**src/rtl/fifo_feeder_l1_pkg.sv**
```systemverilog
// rtl/fifo_feeder_l1_pkg.sv - shared constants for the 4-lane FIFO feeder
package fifo_feeder_l1_pkg;

  localparam int WIDTH_DEF = 8;
  localparam int DEPTH_DEF = 4;
  localparam int LANES     = 4;

  // Phase presented to the mux layer: even lanes in PHASE_A, odd lanes in PHASE_B.
  localparam logic PHASE_A = 1'b0;
  localparam logic PHASE_B = 1'b1;

  // Phase during which a given lane is allowed to pop.
  function automatic logic lane_phase(input int lane);
    return (lane % 2 == 0) ? PHASE_A : PHASE_B;
  endfunction

endpackage

```
**src/rtl/fifo_feeder_l1_lane_fifo.sv**
```systemverilog
// rtl/fifo_feeder_l1_lane_fifo.sv - one WIDTH x DEPTH lane FIFO with registered head output
module fifo_feeder_l1_lane_fifo
  import fifo_feeder_l1_pkg::*;
#(
  parameter int WIDTH = WIDTH_DEF,
  parameter int DEPTH = DEPTH_DEF,
  parameter int PTR_W = $clog2(DEPTH),
  parameter int CNT_W = $clog2(DEPTH) + 1
) (
  input  logic             clk,
  input  logic             reset,
  input  logic             push,
  input  logic [WIDTH-1:0] din,
  input  logic             step,
  input  logic             pop,
  output logic [WIDTH-1:0] dout,
  output logic             dvalid,
  output logic             full,
  output logic             overflow,
  output logic [CNT_W-1:0] count
);

  logic [WIDTH-1:0] mem [DEPTH];
  logic [PTR_W-1:0] wr_ptr;
  logic [PTR_W-1:0] rd_ptr;
  logic             push_ok;
  logic             pop_ok;
  logic [CNT_W-1:0] count_nxt;

  // Both decisions use pre-edge state: a pop never makes room for a same-edge push.
  assign push_ok = push & ~full;
  assign pop_ok  = step & pop & (count != '0);

  // Net occupancy change for this edge.
  always_comb begin
    count_nxt = count;
    case ({push_ok, pop_ok})
      2'b10:   count_nxt = count + CNT_W'(1);
      2'b01:   count_nxt = count - CNT_W'(1);
      default: count_nxt = count;
    endcase
  end

  // Storage array; contents need no reset because count gates every read.
  always_ff @(posedge clk) begin
    if (push_ok) begin
      mem[wr_ptr] <= din;
    end
  end

  // Pointers, occupancy, sticky overflow and the registered head word.
  always_ff @(posedge clk) begin
    if (reset) begin
      wr_ptr   <= '0;
      rd_ptr   <= '0;
      count    <= '0;
      full     <= 1'b0;
      overflow <= 1'b0;
      dout     <= '0;
      dvalid   <= 1'b0;
    end else begin
      if (push_ok) begin
        wr_ptr <= wr_ptr + PTR_W'(1);
      end
      if (push & full) begin
        overflow <= 1'b1;
      end
      count <= count_nxt;
      full  <= (count_nxt == CNT_W'(DEPTH));
      // With step low the output stage freezes, keeping a shown word on display.
      if (step) begin
        dvalid <= pop_ok;
        if (pop_ok) begin
          dout   <= mem[rd_ptr];
          rd_ptr <= rd_ptr + PTR_W'(1);
        end
      end
    end
  end

endmodule

```
**src/rtl/fifo_feeder_l1.sv**
```systemverilog
// rtl/fifo_feeder_l1.sv - four buffered lanes presented phase-aligned to the 4-to-2 mux layer
module fifo_feeder_l1
  import fifo_feeder_l1_pkg::*;
#(
  parameter int WIDTH = WIDTH_DEF,
  parameter int DEPTH = DEPTH_DEF
) (
  input  logic             clk,
  input  logic             reset,
  input  logic             enable,
  input  logic [WIDTH-1:0] Entrada0,
  input  logic [WIDTH-1:0] Entrada1,
  input  logic [WIDTH-1:0] Entrada2,
  input  logic [WIDTH-1:0] Entrada3,
  input  logic             validEntrada0,
  input  logic             validEntrada1,
  input  logic             validEntrada2,
  input  logic             validEntrada3,
  output logic [WIDTH-1:0] Salida0,
  output logic [WIDTH-1:0] Salida1,
  output logic [WIDTH-1:0] Salida2,
  output logic [WIDTH-1:0] Salida3,
  output logic             validSalida0,
  output logic             validSalida1,
  output logic             validSalida2,
  output logic             validSalida3,
  output logic             selector,
  output logic             full0,
  output logic             full1,
  output logic             full2,
  output logic             full3,
  output logic             overflow0,
  output logic             overflow1,
  output logic             overflow2,
  output logic             overflow3
);

  localparam int CNT_W = $clog2(DEPTH) + 1;

  logic [WIDTH-1:0] din_a   [LANES];
  logic             push_a  [LANES];
  logic [WIDTH-1:0] dout_a  [LANES];
  logic             dvalid_a[LANES];
  logic             full_a  [LANES];
  logic             ovf_a   [LANES];
  logic [CNT_W-1:0] count_a [LANES];
  logic             nsel;

  assign din_a[0]  = Entrada0;
  assign din_a[1]  = Entrada1;
  assign din_a[2]  = Entrada2;
  assign din_a[3]  = Entrada3;
  assign push_a[0] = validEntrada0;
  assign push_a[1] = validEntrada1;
  assign push_a[2] = validEntrada2;
  assign push_a[3] = validEntrada3;

  // The phase the selector moves into decides which lanes pop at this edge.
  assign nsel = ~selector;

  // Selector toggles once per enabled cycle.
  always_ff @(posedge clk) begin
    if (reset) begin
      selector <= PHASE_A;
    end else if (enable) begin
      selector <= nsel;
    end
  end

  for (genvar k = 0; k < LANES; k++) begin : g_lane
    localparam logic LANE_PH = lane_phase(k);
    fifo_feeder_l1_lane_fifo #(
      .WIDTH (WIDTH),
      .DEPTH (DEPTH)
    ) u_fifo (
      .clk      (clk),
      .reset    (reset),
      .push     (push_a[k]),
      .din      (din_a[k]),
      .step     (enable),
      .pop      (nsel == LANE_PH),
      .dout     (dout_a[k]),
      .dvalid   (dvalid_a[k]),
      .full     (full_a[k]),
      .overflow (ovf_a[k]),
      .count    (count_a[k])
    );
  end

  assign Salida0      = dout_a[0];
  assign Salida1      = dout_a[1];
  assign Salida2      = dout_a[2];
  assign Salida3      = dout_a[3];
  assign validSalida0 = dvalid_a[0];
  assign validSalida1 = dvalid_a[1];
  assign validSalida2 = dvalid_a[2];
  assign validSalida3 = dvalid_a[3];
  assign full0        = full_a[0];
  assign full1        = full_a[1];
  assign full2        = full_a[2];
  assign full3        = full_a[3];
  assign overflow0    = ovf_a[0];
  assign overflow1    = ovf_a[1];
  assign overflow2    = ovf_a[2];
  assign overflow3    = ovf_a[3];

endmodule

```
**config.mk**
```make
export PLATFORM = sky130hd
export DESIGN_NAME = fifo_feeder_l1
export DESIGN_NICKNAME = d
export VERILOG_FILES = /design/src/rtl/fifo_feeder_l1_pkg.sv /design/src/rtl/fifo_feeder_l1_lane_fifo.sv /design/src/rtl/fifo_feeder_l1.sv
export SDC_FILE = /design/constraint.sdc
export NUM_CORES = 1
export LEC_CHECK = 0
export BUFFER_PORTS_ARGS = -buffer_cell sky130_fd_sc_hd__buf_2
export CORE_ASPECT_RATIO = 0.7
export CORE_MARGIN = 1.5
export CORE_UTILIZATION = 40
export DETAILED_ROUTE_END_ITERATION = 6
export SYNTH_ARGS = -nofsm -noshare
export SYNTH_HDL_FRONTEND = slang
export SYNTH_HIERARCHICAL = 1
export SYNTH_SLANG_ARGS = --single-unit
```
**constraint.sdc**
```tcl
create_clock -name clk -period 2.35 [get_ports clk]
set_input_delay 0.3525 -clock clk [delete_from_list [all_inputs] [get_ports clk]]
set_output_delay 0.3525 -clock clk [all_outputs]
set_load 0.01 [all_outputs]
```
### Word level (Yosys, flattened, before mapping)

Memories as Yosys holds them, arrays and structs flattened. A register that Yosys moved wholly into a read port is not among the register bits.
Cells that the tools add are included.

| storage, ports and cells | value |
|---|---|
| memories | 4 |
| bits in writable memories | 128 |
| flip-flop bits (word level) | 41 |
| input port bits | 39 |
| word-level logic and storage cells | 96 |

| cells by class | value |
|---|---|
| eq/ne operators | 12 |
| add/subtract/negate cells | 16 |
| mux-type cells | 12 |
| bitwise gates (word level) | 19 |
| reduce and logical (&&, ||, !) cells | 8 |

Memory list:

| memory | depth | bits a word | rd ports | clocked after memory_dff | wr ports | RTL line | text |
|---|---|---|---|---|---|---|---|
| g_lane[0].u_fifo.mem | 4 | 8 | 1 | 1 | 1 | fifo_feeder_l1_lane_fifo.sv:23 | `logic [WIDTH-1:0] mem [DEPTH];` |
| g_lane[1].u_fifo.mem | 4 | 8 | 1 | 1 | 1 | fifo_feeder_l1_lane_fifo.sv:23 |  |
| g_lane[2].u_fifo.mem | 4 | 8 | 1 | 1 | 1 | fifo_feeder_l1_lane_fifo.sv:23 |  |
| g_lane[3].u_fifo.mem | 4 | 8 | 1 | 1 | 1 | fifo_feeder_l1_lane_fifo.sv:23 |  |

Operator list:

| operator | count |
|---|---|
| $pmux 3 s2 | 4 |
| $add 2x1->2 const B | 8 |
| $and 1x1->1 | 14 |
| $add 3x1->3 const B | 4 |
| $eq 3x3->1 const B | 4 |
| $reduce_bool 3->1 | 4 |
| $sub 3x1->3 const B | 4 |
| $eq 2x1->1 const B | 4 |
| $eq 2x2->1 const B | 4 |
| $mux 1 | 8 |
| $reduce_and 2->1 | 4 |
| $not 1->1 | 5 |

### Depth between registers and ports, before layout

| depth | value |
|---|---|
| depth in word-level cells | 6 |
| mapped depth | 9 |
| mapped depth without buffers | 9 |

### By module

The synthesis kept the hierarchy.

By module, submodules not included:

| module | area an instance (um^2) | instances | cells each |
|---|---|---|---|
| fifo_feeder_l1_lane_fifo | 1995.7 | 4 | 133 |
| fifo_feeder_l1 | 36.3 | 1 | 4 |

### Worst setup path after synthesis

Ideal clock, no wire load.

| timing path | value |
|---|---|
| path type | register to register |
| start point | register selector |
| end point | register g_lane[1].u_fifo.full |
| arrival time | 2.113 ns |
| path buffers | 0 |
| cell stages (with the launch flop) | 10 |
| period minus slack after synthesis | 2.199 ns |
| path slack | 0.151 ns |
| required time | 2.264 ns |
| path through | dfxtp_1 -> inv_1 -> o311ai_4 -> inv_2 -> ha_1 -> inv_1 -> fa_1 -> xor2_1 -> or3_1 -> a211oi_1 |

| on the way | value |
|---|---|
| cells in the longest elaborated chain, start to end | 6 |
| elaborated cells between the ends (all ways) | 7 |
| those cells by class | eq/ne: 3; mux: 1; bitwise: 3 |

Ends and longest elaborated chain:

| element | RTL line | text |
|---|---|---|
| start, declared | fifo_feeder_l1.sv:27 | `output logic selector,` |
| start signal, assigned | fifo_feeder_l1.sv:66 | `selector <= nsel;` |
| $not 1->1 (*) | fifo_feeder_l1.sv:59 | `assign nsel = ~selector;` |
| net nsel | fifo_feeder_l1.sv:47 | `logic nsel;` |
| $and 1x1->1 (*) (2 in series) | fifo_feeder_l1_lane_fifo.sv:32 | `assign pop_ok = step & pop & (count != '0);` |
| net g_lane[1].u_fifo.pop_ok | fifo_feeder_l1_lane_fifo.sv:27 | `logic pop_ok;` |
| $eq 2x1->1 / $eq 2x2->1 (equally long branches) | fifo_feeder_l1_lane_fifo.sv:37 | `case ({push_ok, pop_ok})` |
| $pmux 3 s2 (*) | fifo_feeder_l1_lane_fifo.sv:37 |  |
| $eq 3x3->1 (*) | fifo_feeder_l1_lane_fifo.sv:69 | `full <= (count_nxt == CNT_W'(DEPTH));` |
| end signal, assigned | fifo_feeder_l1_lane_fifo.sv:69 |  |
| end, declared | fifo_feeder_l1_lane_fifo.sv:18 | `output logic full,` |

Mark *: on every way through the listed nets, which the timed path passes. The rest lies on a longest branch.
A chain may end at the register's enable or synchronous reset.

### Worst setup path in the final report

| timing path | value |
|---|---|
| start point | register selector |
| end point | register g_lane[2].u_fifo.full |

| on the way | value |
|---|---|
| cells in the longest elaborated chain, start to end | 5 |
| elaborated cells between the ends (all ways) | 6 |
| those cells by class | eq/ne: 3; mux: 1; bitwise: 2 |

Ends and longest elaborated chain:

| element | RTL line |
|---|---|
| $and 1x1->1 (*) (2 in series) | fifo_feeder_l1_lane_fifo.sv:32 |
| net g_lane[2].u_fifo.pop_ok | fifo_feeder_l1_lane_fifo.sv:27 |
| $eq 2x1->1 / $eq 2x2->1 (equally long branches) | fifo_feeder_l1_lane_fifo.sv:37 |
| $pmux 3 s2 (*) | fifo_feeder_l1_lane_fifo.sv:37 |
| $eq 3x3->1 (*) | fifo_feeder_l1_lane_fifo.sv:69 |
| end signal, assigned | fifo_feeder_l1_lane_fifo.sv:69 |
| end, declared | fifo_feeder_l1_lane_fifo.sv:18 |

Marks and branches as above.

==> results.md <==
| Step | Quantity | Value |
|---|---|---|
| timing | Worst-case hold slack | 81.1 ps |
| critical path | Beginning of the critical path | selector$_SDFFE_PP0P_ |
| drt | Antenna-violating nets left | 0 |
| global route | Number of global-route vias before repair | 4429 |
| floorplan | Initial Util | 0.406 |
| drt | WL final | 14700 um |
| global route | Number of antenna violations at the first check in global routing | 1 |
| logic synthesis | Total of flip-flops plus latches after synthesis | 201 |
| clock tree | Root cell of the clock tree | clkbuf_16 |
| global route | Global-route wire length before repair | 23400 um |
| critical path | Critical path arrival | 2590 ps |
| finish | Final cell count without fillers | 913 |
| global route | Largest net degree at the start of global routing | 67 |
| hold path | Worst min-delay path category | in -> reg |
| run | Number of maximum-capacitance violations | 0 |
| drt | Number of remaining DRC errors | 0 |
| timing | Aggregate negative setup slack | 0 ps |
| logic synthesis | Post-synthesis async set-or-reset flop share | 0 |
| clock tree | Clock network latency to the later pin of the worst-skew pair | 480 ps |
| finish | Count of fill cells added during filler insertion | 1735 |
| critical path | Type of the setup path with the least slack | reg -> reg |
| timing | Final count of hold timing violations | 0 |
| logic synthesis | Primary flip-flop cell chosen by synthesis mapping | edfxtp_1 |
| logic synthesis | Gate count after technology mapping | 536 |
| logic synthesis | Combined area of all synthesized cells | 8020 um2 |
| clock tree | Clock Pin Slew Worst Setup and Hold Paths | 60 ps |
| critical path | Nature of the critical path endpoint | flop |
| critical path | Nature of the critical path startpoint | flop |
| logic synthesis | Count of different cell masters after synthesis | 27 |
| finish | Post-layout net count | 691 |
| critical path | Slowest CP cell | dfxtp_1 |
| floorplan | Top-level port count | 84 |
| logic synthesis | Number of enable flip-flop cells after synthesis | 128 |
| clock tree | Number of instances resized during post-cts repair | 0 |
| drt | Routed vias | 4379 |
| pwr | VDD IR max | 541 uV |
| critical path | Required time at the worst-slack endpoint | 2740 ps |
| finish | Area occupied by registers | 5310 um2 |
| critical path | Highest cell delay on the worst timing path | 480 ps |
| timing | Max Fclk | 454 MHz |
| drt | Initial detailed-routing violation count | 259 |
| logic synthesis | Synthesis warning total | 6 |
| logic synthesis | Average instance area after synthesis | 15.0 um2 |
| drt | First drt pass iteration count | 4 |
| timing | Slew of the pin with the lowest slew margin | 669 ps |
| clock tree | CTS tree | built |
| placed design | IO Port Bufs | 83 |
| run status | Outcome | completed |
| critical path | Crit-path cells | o311ai_4, inv_2, ha_1, inv_1, fa_1, xor2_1, or3_1, a211oi_1 |
| clock tree | Number of buffers inserted for hold repair after clock tree synthesis | 0 |
| placed design | DP Cell Count | 875 |
| floorplan | FP Rows | 43 |
| floorplan | Total Die Area | 20900 um2 |
| pwr | Total power per unit cell area | 948 nW/um2 |
| finish | Relative area change from synthesis to final layout | 16.4% |
| timing | Max_slew headroom | 0.553 |
| pwr | Total power | 8.85 mW |
| timing | Max Slew Vio Count | 0 |
| pwr | Leakage power total | 3.29 nW |
| placed design | Last weighted congestion value of the routability-driven placer | 0.723 |
| clock tree | Clock tree buffer depth | 3 |
| drt | Via count normalized by instance count | 4.80 |
| floorplan | DIE WIDTH | 172 um |
| timing | Crit path time final | 2200 ps |
| clock tree | CTS Buf Count | 21 |
| critical path | Worst reg2reg setup slack | 150 ps |
| logic synthesis | Proportion of synthesized chip area in sequential cells | 0.662 |
| finish | Area of the multi-input gates | 2430 um2 |
| finish | Share of post-route cells with drive strength above 1 | 0.316 |
| critical path | Depth of the worst register-to-register path | 8 |
| clock tree | Post-CTS setup buffer count | 0 |
| clock tree | Total number of clock tree sinks | 201 |
| floorplan | Die height | 121 um |
| placed design | HPWL after detailed placement | 9910 um |
| critical path | Beginning of the worst register-to-register path | selector$_SDFFE_PP0P_ |
| critical path | Capturing element of the worst setup path | g_lane[2].u_fifo/full$_SDFF_PP0_ |
| timing | # setup viols final | 0 |
| timing | Max Clock Skew | 8.23 ps |
| floorplan | Core footprint | 19700 um2 |
| logic synthesis | Net count of the mapped netlist | 599 |
| global route | Global-route total usage across every layer | 0.148 |
| critical path | Highest net fanout along the worst path | 4 |
| critical path | FF-to-FF End | g_lane[2].u_fifo/full$_SDFF_PP0_ |
| drt | WL per Instance | 16.1 um |
| finish | Final core utilization | 0.473 |
| global route | Remaining Overflow, GRT | 0 |
| timing | Fin crit share | 0.937 |
| clock tree | Number of H-tree levels | 1 |
| timing | RSZ-0062 raised after global routing | false |
[flip-flops by register name, summed over array words and instances (netlist names)]
signal	cells
g_lane.u_fifo/mem	128
g_lane.u_fifo/dout	32
g_lane.u_fifo/count	12
g_lane.u_fifo/rd_ptr	8
g_lane.u_fifo/wr_ptr	8
g_lane.u_fifo/dvalid	4
g_lane.u_fifo/full	4
g_lane.u_fifo/overflow	4
selector	1
[cell usage after synthesis (12+ instances only)]
library cell  instances  area, um2
inv_1                29        109
and2_1               16        100
nor2b_1              12       75.1
edfxtp_1            128       3840
mux4_2               32        721
dfxtp_1              73       1460
nand2_1              64        240
a21oi_1              20        100
a21oi_2              32        280
ha_1                 20        250
nor2_1               17       63.8
[cell usage in the layout (no fill, tap or decap), drive strengths merged]
master    netlist  layout
nor2           17      17
nand2b          4       4
dfxtp          73      73
clkbuf          8      27
nand2          72      72
clkinv          0       6
diode           0       1
buf            16      93
xor2            8       8
edfxtp        128     128
bufinv          0       1
o311ai          4       4
and2           16      16
a21oi          52      52
nor2b          12      12
mux4           32      32
xnor2           5       5
nor3            4       4
fa              4       4
inv            33      33
a211oi          4       4
mux2i           8       8
clkinvlp        0       3
ha             20      20
o21ai           8       8
or3             8       8
[metrics by stage]
stage | area (um2) | setup WS (ps)
after floorplan | 8020 | 151
after detailed placement | 8700 | -62.4
after global routing | 9330 | 26.3
after CTS | 9330 | 61.2
after global placement | 8700 | 66.7
final | 9340 | 147
[worst max-delay path, delay by kind of cell (launching register included)]
kind / cells / cell delay, ps
fa+ha+maj: 2 / 560
flops: 1 / 480
compound gates: 2 / 430
simple gates: 1 / 340
buf+inv: 2 / 160
xor+xnor: 1 / 160
[layer usage]
| layer | wire (um) | track usage | vias to the layer above |
|---|---|---|---|
| li1 | - | - | 2104 |
| met1 | 6750 | 0.200 | 2172 |
| met2 | 6980 | 0.243 | 84 |
| met3 | 654 | 0.0320 | 19 |
| met4 | 286 | 0.0370 | 0 |
| met5 | 0 | 0 | - |
[final cells by class]
class,instances,area share
Sequential cell,201,0.568
Clock inverter,10,0.00885
Tap cell,270,0.0362
Clock buffer,27,0.0587
Timing Repair Buffer,93,0.0541
Multi-Input combinational cell,278,0.260
Inverter,33,0.0133
Antenna cell,1,0.000268
[worst min path at each step]
stage | end | slack, ps | start | cells after the start
finish | g_lane[0].u_fifo/mem[0][3]$_DFFE_PP_ | 80 | Entrada0[3] | 1
global route | g_lane[3].u_fifo/mem[1][1]$_DFFE_PP_ | 70 | Entrada3[1] | 1
CTS | g_lane[2].u_fifo/mem[3][2]$_DFFE_PP_ | 60 | Entrada2[2] | 1
detailed placement | g_lane[0].u_fifo/overflow$_SDFFE_PP0P_ | 450 | g_lane[0].u_fifo/overflow$_SDFFE_PP0P_ | 2
global placement | g_lane[3].u_fifo/dout[3]$_SDFFE_PP0P_ | 440 | g_lane[3].u_fifo/dout[3]$_SDFFE_PP0P_ | 2
floorplan | selector$_SDFFE_PP0P_ | 420 | reset | 1
[power breakdown]
| group | total, mW | internal (mW) | switching [mW] |
|---|---|---|---|
| registers | 4.39 | 4.11 | 0.280 |
| clock network | 3.04 | 1.76 | 1.28 |
| logic | 1.41 | 0.649 | 0.765 |
[cell families (layout without fill, tap and decap cells)]
kind of cell | after synthesis | count (layout) | share of synthesized area
compound gates | 68 | 68 | 0.0693
xor+xnor | 13 | 13 | 0.0142
fa+ha+maj | 24 | 24 | 0.0412
buf+inv | 57 | 163 | 0.0360
flops | 201 | 201 | 0.662
mux | 40 | 40 | 0.0999
other cells | 0 | 1 | 0
simple gates | 133 | 133 | 0.0779
No activity file was read; power rests on OpenSTA's default activity.
